--- config.mk ---
export PLATFORM = sky130hd
export DESIGN_NAME = nios2_oci_trace_capture_flat
export DESIGN_NICKNAME = d
export VERILOG_FILES = /design/src/rtl/nios2_oci_trace_capture_pkg.sv /design/src/rtl/nios2_oci_trace_capture_if.sv /design/src/rtl/nios2_oci_trace_capture_fifo.sv /design/src/rtl/nios2_oci_trace_capture.sv /design/src/flat_wrapper.sv
export SDC_FILE = /design/constraint.sdc
export NUM_CORES = 1
export LEC_CHECK = 0
export BUFFER_PORTS_ARGS = -buffer_cell sky130_fd_sc_hd__buf_4
export CAP_MARGIN = 30
export CORE_MARGIN = 2
export CORE_UTILIZATION = 60
export DETAILED_ROUTE_END_ITERATION = 7
export PLACE_DENSITY = 0.84
export SLEW_MARGIN = 20
export SYNTH_ARGS = -nofsm -noshare
export SYNTH_HDL_FRONTEND = slang
export SYNTH_HIERARCHICAL = 1
export SYNTH_SLANG_ARGS = --single-unit
--- constraint.sdc ---
create_clock -name clk -period 5.5 [get_ports clk]
set_input_delay 0 -clock clk [delete_from_list [all_inputs] [get_ports clk]]
set_output_delay 0 -clock clk [all_outputs]
set_load 0.05 [all_outputs]
--- src/rtl/nios2_oci_trace_capture_pkg.sv ---
// Shared OCI trace definitions: FSM state encodings, drop-counter width
// and the saturating increment used by the lost-frame counter.
package nios2_oci_trace_capture_pkg;

    typedef enum logic [1:0] {
        ST_IDLE    = 2'd0,
        ST_CAPTURE = 2'd1,
        ST_FLUSH   = 2'd2,
        ST_ENDED   = 2'd3
    } oci_state_e;

    localparam int DROP_W = 8;
    localparam logic [DROP_W-1:0] DROP_MAX = '1;

    function automatic logic [DROP_W-1:0] sat_inc(
        input logic [DROP_W-1:0] v
    );
        return (v == DROP_MAX) ? v : v + 1'b1;
    endfunction

endpackage

--- src/rtl/nios2_oci_trace_capture_if.sv ---
// Trace capture bus: frame input side and debug readout side.
// master = trace source / reader, slave = capture block.
//   dct_buffer/dct_count/dct_valid : frame payload, slot count, strobe
//   rd_req                         : pop request
//   rd_data/rd_valid/level         : head entry, non-empty, entry count
interface nios2_oci_trace_capture_if #(
    parameter int FRAME_W = 30,
    parameter int CNT_W   = 4,
    parameter int DEPTH   = 16
);
    localparam int LVL_W = $clog2(DEPTH) + 1;

    logic [FRAME_W-1:0]       dct_buffer;
    logic [CNT_W-1:0]         dct_count;
    logic                     dct_valid;
    logic                     rd_req;
    logic [FRAME_W+CNT_W-1:0] rd_data;
    logic                     rd_valid;
    logic [LVL_W-1:0]         level;

    modport master (
        output dct_buffer, dct_count, dct_valid, rd_req,
        input  rd_data, rd_valid, level
    );

    modport slave (
        input  dct_buffer, dct_count, dct_valid, rd_req,
        output rd_data, rd_valid, level
    );

endinterface

--- src/rtl/nios2_oci_trace_capture_fifo.sv ---
// First-word fall-through trace FIFO with optional overwrite-oldest mode.
// Ports: wr_en/wr_data push, rd_en pop, wrap_en selects overwrite on full,
// rd_data/rd_valid head entry (zero when empty), level entry count,
// lost pulses when a push hits a full FIFO without a concurrent pop.
module nios2_oci_trace_fifo #(
    parameter  int WIDTH = 34,
    parameter  int DEPTH = 16,
    localparam int AW    = $clog2(DEPTH)
) (
    input  logic             clk,
    input  logic             reset,
    input  logic             wr_en,
    input  logic [WIDTH-1:0] wr_data,
    input  logic             rd_en,
    input  logic             wrap_en,
    output logic [WIDTH-1:0] rd_data,
    output logic             rd_valid,
    output logic [AW:0]      level,
    output logic             lost
);

    localparam logic [AW:0] FULL_LVL = (AW+1)'(DEPTH);

    logic [WIDTH-1:0] mem [DEPTH];
    logic [AW-1:0]    wptr;
    logic [AW-1:0]    rptr;
    logic [AW:0]      cnt;

    logic empty;
    logic full;
    logic pop;
    logic push;
    logic evict;

    assign empty = (cnt == '0);
    assign full  = (cnt == FULL_LVL);
    assign pop   = rd_en && !empty;

    // A full FIFO still accepts a push when the same cycle pops,
    // or when overwrite mode lets the oldest entry be evicted.
    assign push  = wr_en && (!full || pop || wrap_en);
    assign evict = push && full && !pop;
    assign lost  = wr_en && full && !pop;

    always_ff @(posedge clk or posedge reset) begin
        if (reset) begin
            wptr <= '0;
            rptr <= '0;
            cnt  <= '0;
        end else begin
            if (push) begin
                wptr <= wptr + 1'b1;
            end
            if (pop || evict) begin
                rptr <= rptr + 1'b1;
            end
            if (push && !(pop || evict)) begin
                cnt <= cnt + 1'b1;
            end else if (!push && pop) begin
                cnt <= cnt - 1'b1;
            end
        end
    end

    always_ff @(posedge clk) begin
        if (push) begin
            mem[wptr] <= wr_data;
        end
    end

    assign rd_data  = empty ? '0 : mem[rptr];
    assign rd_valid = !empty;
    assign level    = cnt;

endmodule

--- src/rtl/nios2_oci_trace_capture.sv ---
// Nios II OCI trace capture: buffers qualifying trace frames, tracks
// losses and sequences capture -> flush -> ended.
// Ports: clk, reset (async, active-high), bus (frame in / readout out),
// test_ending (stop and drain), test_has_ended (freeze now),
// overflow (sticky loss), drop_cnt (saturating loss count),
// state (FSM encoding), flushed (drain complete, sticky).
module nios2_oci_trace_capture
    import nios2_oci_trace_capture_pkg::*;
#(
    parameter int FRAME_W = 30,
    parameter int CNT_W   = 4,
    parameter int DEPTH   = 16,
    parameter int WRAP    = 0
) (
    input  logic                       clk,
    input  logic                       reset,
    nios2_oci_trace_capture_if.slave   bus,
    input  logic                       test_ending,
    input  logic                       test_has_ended,
    output logic                       overflow,
    output logic [DROP_W-1:0]          drop_cnt,
    output logic [1:0]                 state,
    output logic                       flushed
);

    localparam int WIDTH = FRAME_W + CNT_W;

    oci_state_e st;

    logic             qual;
    logic             wr_open;
    logic             wr_en;
    logic             lost;
    logic             wrap_en;
    logic             lvl_zero;
    logic [WIDTH-1:0] wr_data;

    // Empty frames carry no trace slots; they are neither stored nor lost.
    assign qual     = bus.dct_valid && (bus.dct_count != '0);
    assign wr_open  = ((st == ST_IDLE) || (st == ST_CAPTURE))
                      && !test_has_ended;
    assign wr_en    = qual && wr_open;
    assign wr_data  = {bus.dct_count, bus.dct_buffer};
    assign wrap_en  = (WRAP != 0);
    assign lvl_zero = (bus.level == '0);

    nios2_oci_trace_fifo #(
        .WIDTH (WIDTH),
        .DEPTH (DEPTH)
    ) u_fifo (
        .clk      (clk),
        .reset    (reset),
        .wr_en    (wr_en),
        .wr_data  (wr_data),
        .rd_en    (bus.rd_req),
        .wrap_en  (wrap_en),
        .rd_data  (bus.rd_data),
        .rd_valid (bus.rd_valid),
        .level    (bus.level),
        .lost     (lost)
    );

    always_ff @(posedge clk or posedge reset) begin
        if (reset) begin
            st       <= ST_IDLE;
            overflow <= 1'b0;
            drop_cnt <= '0;
            flushed  <= 1'b0;
        end else begin
            if (lost) begin
                overflow <= 1'b1;
                drop_cnt <= sat_inc(drop_cnt);
            end
            if (test_has_ended) begin
                // Freeze wins over drain; only an already-empty FIFO
                // counts as a completed flush.
                st <= ST_ENDED;
                if ((test_ending || st == ST_FLUSH) && lvl_zero
                    && st != ST_ENDED) begin
                    flushed <= 1'b1;
                end
            end else begin
                unique case (st)
                    ST_IDLE: begin
                        if (test_ending) begin
                            st <= ST_FLUSH;
                        end else if (qual) begin
                            st <= ST_CAPTURE;
                        end
                    end
                    ST_CAPTURE: begin
                        if (test_ending) begin
                            st <= ST_FLUSH;
                        end
                    end
                    ST_FLUSH: begin
                        if (lvl_zero) begin
                            st      <= ST_ENDED;
                            flushed <= 1'b1;
                        end
                    end
                    ST_ENDED: begin
                        st <= ST_ENDED;
                    end
                endcase
            end
        end
    end

    assign state = st;

endmodule

--- src/flat_wrapper.sv ---
// flat-port wrapper written by rule: the top's interface ports become plain ports
module nios2_oci_trace_capture_flat import nios2_oci_trace_capture_pkg::*;
#(
    parameter int FRAME_W = 30,
    parameter int CNT_W   = 4,
    parameter int DEPTH   = 16,
    parameter int WRAP    = 0
)
  (clk, reset, test_ending, test_has_ended, overflow, drop_cnt, state, flushed, bus_dct_buffer, bus_dct_count, bus_dct_valid, bus_rd_req, bus_rd_data, bus_rd_valid, bus_level);
  nios2_oci_trace_capture_if #(.FRAME_W(FRAME_W), .CNT_W(CNT_W), .DEPTH(DEPTH)) bus_i ();
  input  logic clk;
  input  logic reset;
  input  logic test_ending;
  input  logic test_has_ended;
  output logic overflow;
  output logic [DROP_W-1:0] drop_cnt;
  output logic [1:0] state;
  output logic flushed;
  input wire logic [$bits(bus_i.dct_buffer)-1:0] bus_dct_buffer;
  input wire logic [$bits(bus_i.dct_count)-1:0] bus_dct_count;
  input wire logic [$bits(bus_i.dct_valid)-1:0] bus_dct_valid;
  input wire logic [$bits(bus_i.rd_req)-1:0] bus_rd_req;
  output wire logic [$bits(bus_i.rd_data)-1:0] bus_rd_data;
  output wire logic [$bits(bus_i.rd_valid)-1:0] bus_rd_valid;
  output wire logic [$bits(bus_i.level)-1:0] bus_level;
  assign bus_i.dct_buffer = bus_dct_buffer;
  assign bus_i.dct_count = bus_dct_count;
  assign bus_i.dct_valid = bus_dct_valid;
  assign bus_i.rd_req = bus_rd_req;
  assign bus_rd_data = bus_i.rd_data;
  assign bus_rd_valid = bus_i.rd_valid;
  assign bus_level = bus_i.level;
  nios2_oci_trace_capture #(.FRAME_W(FRAME_W), .CNT_W(CNT_W), .DEPTH(DEPTH), .WRAP(WRAP)) u_core (.clk(clk), .reset(reset), .bus(bus_i), .test_ending(test_ending), .test_has_ended(test_has_ended), .overflow(overflow), .drop_cnt(drop_cnt), .state(state), .flushed(flushed));
endmodule
# Word level (Yosys, flattened, before mapping)
# Memory sizes are Yosys's and may differ from the RTL's.
# Index checks and enable logic that the tools add are counted.
# W data, S select, Z words.
word_totals:
  reg_bits: 25
  ram_bits: 544
  input_bits: 40
  out_inout_bits: 52
  wordCells: 71
  memories: 1
memory_table:
  columns: ["name", "depth", "width", "read_ports", "rd_ports_with_merged_regs", "wr", "line_no", "rtl"]
  rows:
  - ["u_core.u_fifo.mem", 16, 34, 1, 0, 1, "nios2_oci_trace_capture_fifo.sv:24", "logic [WIDTH-1:0] mem [DEPTH];"]
op_classes:
  n_addsub: 5
  n_eq_ne: 10
  n_mux: 15
  n_bitwise: 1
  n_reduce_logical: 32
ops:
  columns: ["cell", "count"]
  rows:
  - ["$mux W34", 1]
  - ["$logic_and A1 B1 Y1", 13]
  - ["$mux W2", 5]
  - ["$mux W5", 2]
  - ["$add A4 B1 Y4 const B", 2]
  - ["$add A8 B1 Y8 const B", 1]
  - ["$eq A8 B8 Y1 const B", 1]
  - ["$pmux W2 S4", 1]
  - ["$logic_not A1 Y1", 6]
  - ["$mux W1", 6]
  - ["$reduce_and A3 Y1", 2]
  - ["$reduce_bool A2 Y1", 3]
  - ["$add A5 B1 Y5 const B", 1]
  - ["$eq A5 B5 Y1 const B", 1]
  - ["$logic_not A5 Y1", 1]
  - ["$sub A5 B1 Y5 const B", 1]
  - ["$eq A2 B2 Y1 const B", 2]
  - ["$logic_or A1 B1 Y1", 4]
  - ["$ne A4 B3 Y1 const B", 1]
  - ["$reduce_bool A4 Y1", 1]
  - ["$ne A3 B2 Y1 const B", 1]
  - ["$ne A3 B3 Y1 const B", 1]
  - ["$eq A2 B1 Y1 const B", 1]
  - ["$logic_not A2 Y1", 1]
  - ["other kinds (4)", 4]

# Depth between registers and ports, before layout
logic_depth:
  word_depth: 11
  depth_mapped: 9
  depth_no_buf: 9

# By module
# The synthesis kept the hierarchy.
by_module_without_submodules:
  columns: ["module", "instances", "cells_per_inst", "area_per_inst_um2", "seq_area_each_um2"]
  rows:
  - ["nios2_oci_trace_fifo", 1, 964, 21707.1, 16661.0]
  - ["nios2_oci_trace_capture", 1, 58, 640.6, 300.3]

# Least setup slack after synthesis
# Ideal clock, no wire load.
synth_path:
  path_type: "register to register"
  startpoint: "register u_core.st[1], in the netlist u_core/state[1]"
  endpoint: "memory u_core.u_fifo.mem[0][0] (enable)"
  setup_ps: 468
  arrival_time_ps: 3808
  required_ps: 5032
  slack_ps: 1224
  stages_incl_launch_ff: 6
  n_path_buf: 1
  period_less_slack_ps: 4276
  path_cell_list: "dfrtp_1 > nor3_1 > o31a_1 > buf_6 > nand2_1 > nor3_1"
synth_between:
  elab_chain_cells: 7
  elab_cells_between_ends: 8
  classes_between: "1 x eq/ne; 2 x mux; 5 x reduce/logical"
synth_lines:
  columns: ["element", "line_no", "rtl"]
  rows:
  - ["start: declaration", "nios2_oci_trace_capture.sv:28", "oci_state_e st;"]
  - ["start signal: assignment", "nios2_oci_trace_capture.sv:65", "st <= ST_IDLE;"]
  - ["start signal: assignment", "nios2_oci_trace_capture.sv:77", "st <= ST_ENDED;"]
  - ["start signal: assignment", "nios2_oci_trace_capture.sv:86", "st <= ST_FLUSH;"]
  - ["$eq A2 B1 Y1 / $logic_not A2 Y1 (equally long branches)", "nios2_oci_trace_capture.sv:40", "assign wr_open = ((st == ST_IDLE) || (st == ST_CAPTURE))"]
  - ["$logic_or A1 B1 Y1 *", "nios2_oci_trace_capture.sv:40", null]
  - ["$logic_and A1 B1 Y1 *", "nios2_oci_trace_capture.sv:41", "&& !test_has_ended;"]
  - ["$logic_and A1 B1 Y1 *", "nios2_oci_trace_capture.sv:42", "assign wr_en = qual && wr_open;"]
  - ["net u_core.wr_en", "nios2_oci_trace_capture.sv:32", "logic wr_en;"]
  - ["$logic_and A1 B1 Y1 *", "nios2_oci_trace_capture_fifo.sv:41", "assign push = wr_en && (!full || pop || wrap_en);"]
  - ["$mux W1 *", "nios2_oci_trace_capture_fifo.sv:66", "if (push) begin"]
  - ["$mux W1 (implied by the code) *", "nios2_oci_trace_capture_fifo.sv:67", "mem[wptr] <= wr_data;"]
  - ["end: declaration", "nios2_oci_trace_capture_fifo.sv:24", null]
# Mark *: on every way through the listed nets, which the timed path passes. The rest lies on a longest branch.

# Worst setup path in the final report
layout_path:
  startpoint: "input port bus_dct_count[0]"
  endpoint: "register u_core.u_fifo.cnt[4], in the netlist u_core/u_fifo/level[4]"
layout_between:
  elab_chain_cells: 10
  elab_cells_between_ends: 13
  classes_between: "1 x mux; 12 x reduce/logical"
layout_lines:
  columns: ["element", "line_no", "rtl"]
  rows:
  - ["start: declaration", "flat_wrapper.sv:20", "input wire logic [$bits(bus_i.dct_count)-1:0] bus_dct_count;"]
  - ["$reduce_bool A4 Y1 *", "nios2_oci_trace_capture.sv:39", "assign qual = bus.dct_valid && (bus.dct_count != '0);"]
  - ["$logic_and A1 B1 Y1 *", "nios2_oci_trace_capture.sv:39", null]
  - ["$logic_and A1 B1 Y1 *", "nios2_oci_trace_capture.sv:42", null]
  - ["net u_core.wr_en", "nios2_oci_trace_capture.sv:32", null]
  - ["$logic_and A1 B1 Y1 *", "nios2_oci_trace_capture_fifo.sv:41", null]
  - ["$logic_and A1 B1 Y1 (2 in series)", "nios2_oci_trace_capture_fifo.sv:42", "assign evict = push && full && !pop;"]
  - ["$logic_or A1 B1 Y1", "nios2_oci_trace_capture_fifo.sv:57", "if (push && !(pop || evict)) begin"]
  - ["$logic_not A1 Y1", "nios2_oci_trace_capture_fifo.sv:57", null]
  - ["$logic_and A1 B1 Y1", "nios2_oci_trace_capture_fifo.sv:57", null]
  - ["$mux W5 / $reduce_bool A2 Y1 (equally long branches)", null, null]
  - ["end signal: assignment", "nios2_oci_trace_capture_fifo.sv:58", "cnt <= cnt + 1'b1;"]
  - ["end signal: assignment", "nios2_oci_trace_capture_fifo.sv:60", "cnt <= cnt - 1'b1;"]
  - ["end: declaration", "nios2_oci_trace_capture_fifo.sv:27", "logic [AW:0] cnt;"]
# Marks and branches as above.
# A chain may end at the register's enable or synchronous reset.

==> metrics.txt <==
Netlist Area Pre-Place 0.0223 mm^2; number of global-route vias before repair about 12k; die area 0.0388 mm^2; post-synthesis sequential element count 569; final wirelength 49600 um; Syn-to-layout area delta 16.1%; gr ovfl total 0; Post-DRT Antenna Nets 0; Crit. End Element register; GPL Wtd Cong 0.780; yosys warns 6; 1st-iter DRT viols 1165; unrepaired setup endpoints after global routing no; DP Worst Slack 2.46 ns; max incr delay on CP 0.62 ns; final setup fails 0; Initial Utilization 0.610; Synth area leader edfxtp_1; CP Launch Type primary input; Setup Fix Bufs, Post-CTS 0; DR pass1 iterations 5; setup TNS 0 ns; maximum clock frequency 280 MHz; Critical Path, Cell by Cell dlygate4sd3_1, buf_4, o41ai_1, nor3_1, nor2b_1, mux2i_1, ha_1, and3_1, o21ai_0, a21boi_0, o221ai_1, dlygate4sd3_1; overall via count from detail_route between 10k and 15k; post-route setup slack approximately 1.9 ns; die height 197 um; DRC Markers 0; Synth Instances 1022; worst-path cell with the longest stage delay o41ai_1; critical path's top delay family buffers and inverters; pwr dens between 500 and 600 mW/mm^2; n_diodes 0; Nets 1232; CP Buf/Inv Count 3; initial antenna violation count 0; Synth top area share 0.731; Filler Cell Count 2041; clk sinks 569; Static Leak 8.49 nW; slew margin rel. 0.372; Worst-Skew Late Latency 0.59 ns; period utilization 0.650; Hold Vio Cnt, Final 0; CTS buffer count 53; Synth cell types 52; num ports 92; CTS H-tree depth 2; critical-path maximum fanout 17; Slew Viols, Final 0; synthesized area per cell around 22 um^2; Via density 6.65; PortBufs 91; Chip Width 197 um; Fin Clk Skew 0.0175 ns; CTS clk-pin slew, worst paths approximately 0.07 ns; WL/cell 29.3 um; CTS root buf clkbuf_16; pin count of the biggest net entering global routing 69; Std-Cell Rows 70; Arr. time, crit path 4.04 ns; WS Path Type primary input to register; sequential area share after synthesis 0.759; Worst-Margin Slew 0.941 ns; Hold Path Class primary input to asynchronous set/reset pin; CP dominant cell by count dlygate4sd3_1; first-pass GRT wire length 74400 um; area of the core 0.0366 mm^2; Crit path required time just under 6 ns; top cells by area, synth edfxtp_1 73%, mux4_2 14%, dfrtp_1 2.8%; All-Layer GR Usage 0.263; status complete, no violations; layout cells sized above 1 0.302; clk buf depth 3; # Max-Cap Violations 0; min Tclk post-route 3.57 ns; Post-DP HPWL about 25000 um; Peak supply drop 434 uV; TritonCTS clock tree built
-- cell usage after synthesis (all sizes together) --
library cell  number
edfxtp           544
mux4             136
a211oi            70
nor2b             37
mux2i             36
buf               35
dfrtp             25
clkbuf            22
nor2              21
nand2             11
ha                 9
nor3               8
xor2               8
inv                7
a21oi              5
mux2               5
nand2b             4
o21ai              4
xnor2              4
a41oi              3
nand3              3
a21o               2
a31oi              2
and3               2
and4               2
nand4              2
a2111oi            1
a21boi             1
a31o               1
conb               1
fa                 1
nor3b              1
nor4               1
o221ai             1
o311ai             1
o31a               1
o32a               1
o41ai              1
or2                1
or3                1
or4                1
-- final cells by class --
class	count	area, um^2	area share
Clock buffer	60	1350	0.0521
Inverter	7	26.3	0.00101
Sequential cell	569	17000	0.654
Timing Repair Buffer	161	1380	0.0533
Clock inverter	40	520	0.0201
Multi-Input combinational cell	390	5110	0.197
Tap cell	468	586	0.0226
-- metrics by stage --
stage / instances / utilization / power (mW) / hold slack, ns / area [um^2]
2_1_floorplan: 1023 / - / 8.23 / -0.135 / 22400
3_3_place_gp: 1550 / 0.644 / 9.17 / 0.0478 / 23600
3_5_place_dp: 1553 / 0.646 / 9.26 / 0.0491 / 23700
4_1_cts: 1695 / 0.709 / 13.2 / 0.0299 / 26000
5_1_grt: 1695 / 0.709 / 13.6 / 0.0784 / 26000
6_report: 1695 / 0.709 / 13.2 / 0.0185 / 26000
-- state kept, by name, indices dropped and copies added, names as in the netlist --
signal / flops
u_core/drop_cnt: 8
u_core/flushed: 1
u_core/overflow: 1
u_core/state: 2
u_core/u_fifo/level: 5
u_core/u_fifo/mem: 544
u_core/u_fifo/rptr: 4
u_core/u_fifo/wptr: 4
-- per-layer routing --
metal  vias up  track usage  part of all wire
met4         0       0.0816             0.029
met3       103       0.0412             0.081
li1       4616            -                 -
met5         -            0                 0
met2       635        0.452              0.52
met1      5926        0.353              0.37
-- final timing paths --
check | start | endpoint | slack (ns) | cells after the start
max in group asynchronous | reset | u_core/drop_cnt[4]$_DFFE_PP0P_ | 4.62 | 4
min | reset | u_core/u_fifo/wptr[0]$_DFFE_PP0P_ | 0.02 | 3
max reg2reg | u_core/state[1]$_DFFE_PP0P_ | u_core/u_fifo/level[4]$_DFFE_PP0P_ | 2.09 | 9
min in group clk | bus_dct_valid | u_core/u_fifo/wptr[0]$_DFFE_PP0P_ | 0.20 | 5
min reg2reg | u_core/overflow$_DFFE_PP0P_ | u_core/overflow$_DFFE_PP0P_ | 0.47 | 1
max | bus_dct_count[0] | u_core/u_fifo/level[4]$_DFFE_PP0P_ | 1.93 | 12
-- power by group --
part	switching [mW]	leakage, nW	total (mW)	internal, mW
Combinational	2.42	2.40	4.15	1.73
Clock	1.61	0.896	3.91	2.30
Sequential	0.325	5.19	5.11	4.78
-- tightest hold or removal path, stage by stage --
cell and delay [ns]:
dlygate4sd3_1 0.53, buf_4 0.14, inv_1 0.40
-- cells in the final DEF, fill, tap and decap left out, types with 11 or more instances in the layout --
master and count:
a211oi_1 70, buf_4 114, bufinv_16 11, clkbuf_16 53
dfrtp_1 21, dlygate4sd3_1 42, edfxtp_1 544, mux2i_1 36
mux4_2 136, nor2_4 13, nor2b_1 37
-- cell families (layout without fill, tap and decap cells) --
group	Yosys count	after routing	share of synthesized area
AND/OR/NAND/NOR	95	95	0.0239
AO/OA/AOI/OAI	94	94	0.0329
buffers and inverters	64	268	0.0175
XOR/XNOR	12	12	0.00470
adder cells (fa/ha/maj)	10	10	0.00593
multiplexers	177	177	0.156
other	1	2	0.000168
flip-flops	569	569	0.759
-- repair_timing --
| action | in CTS | in global routing |
|---|---|---|
| gates resized for setup | 0 | 0 |
| endpoints found under the hold margin | 578 | 0 |
| hold buffers | 42 | 0 |
Power figures use the tool's default switching activity.
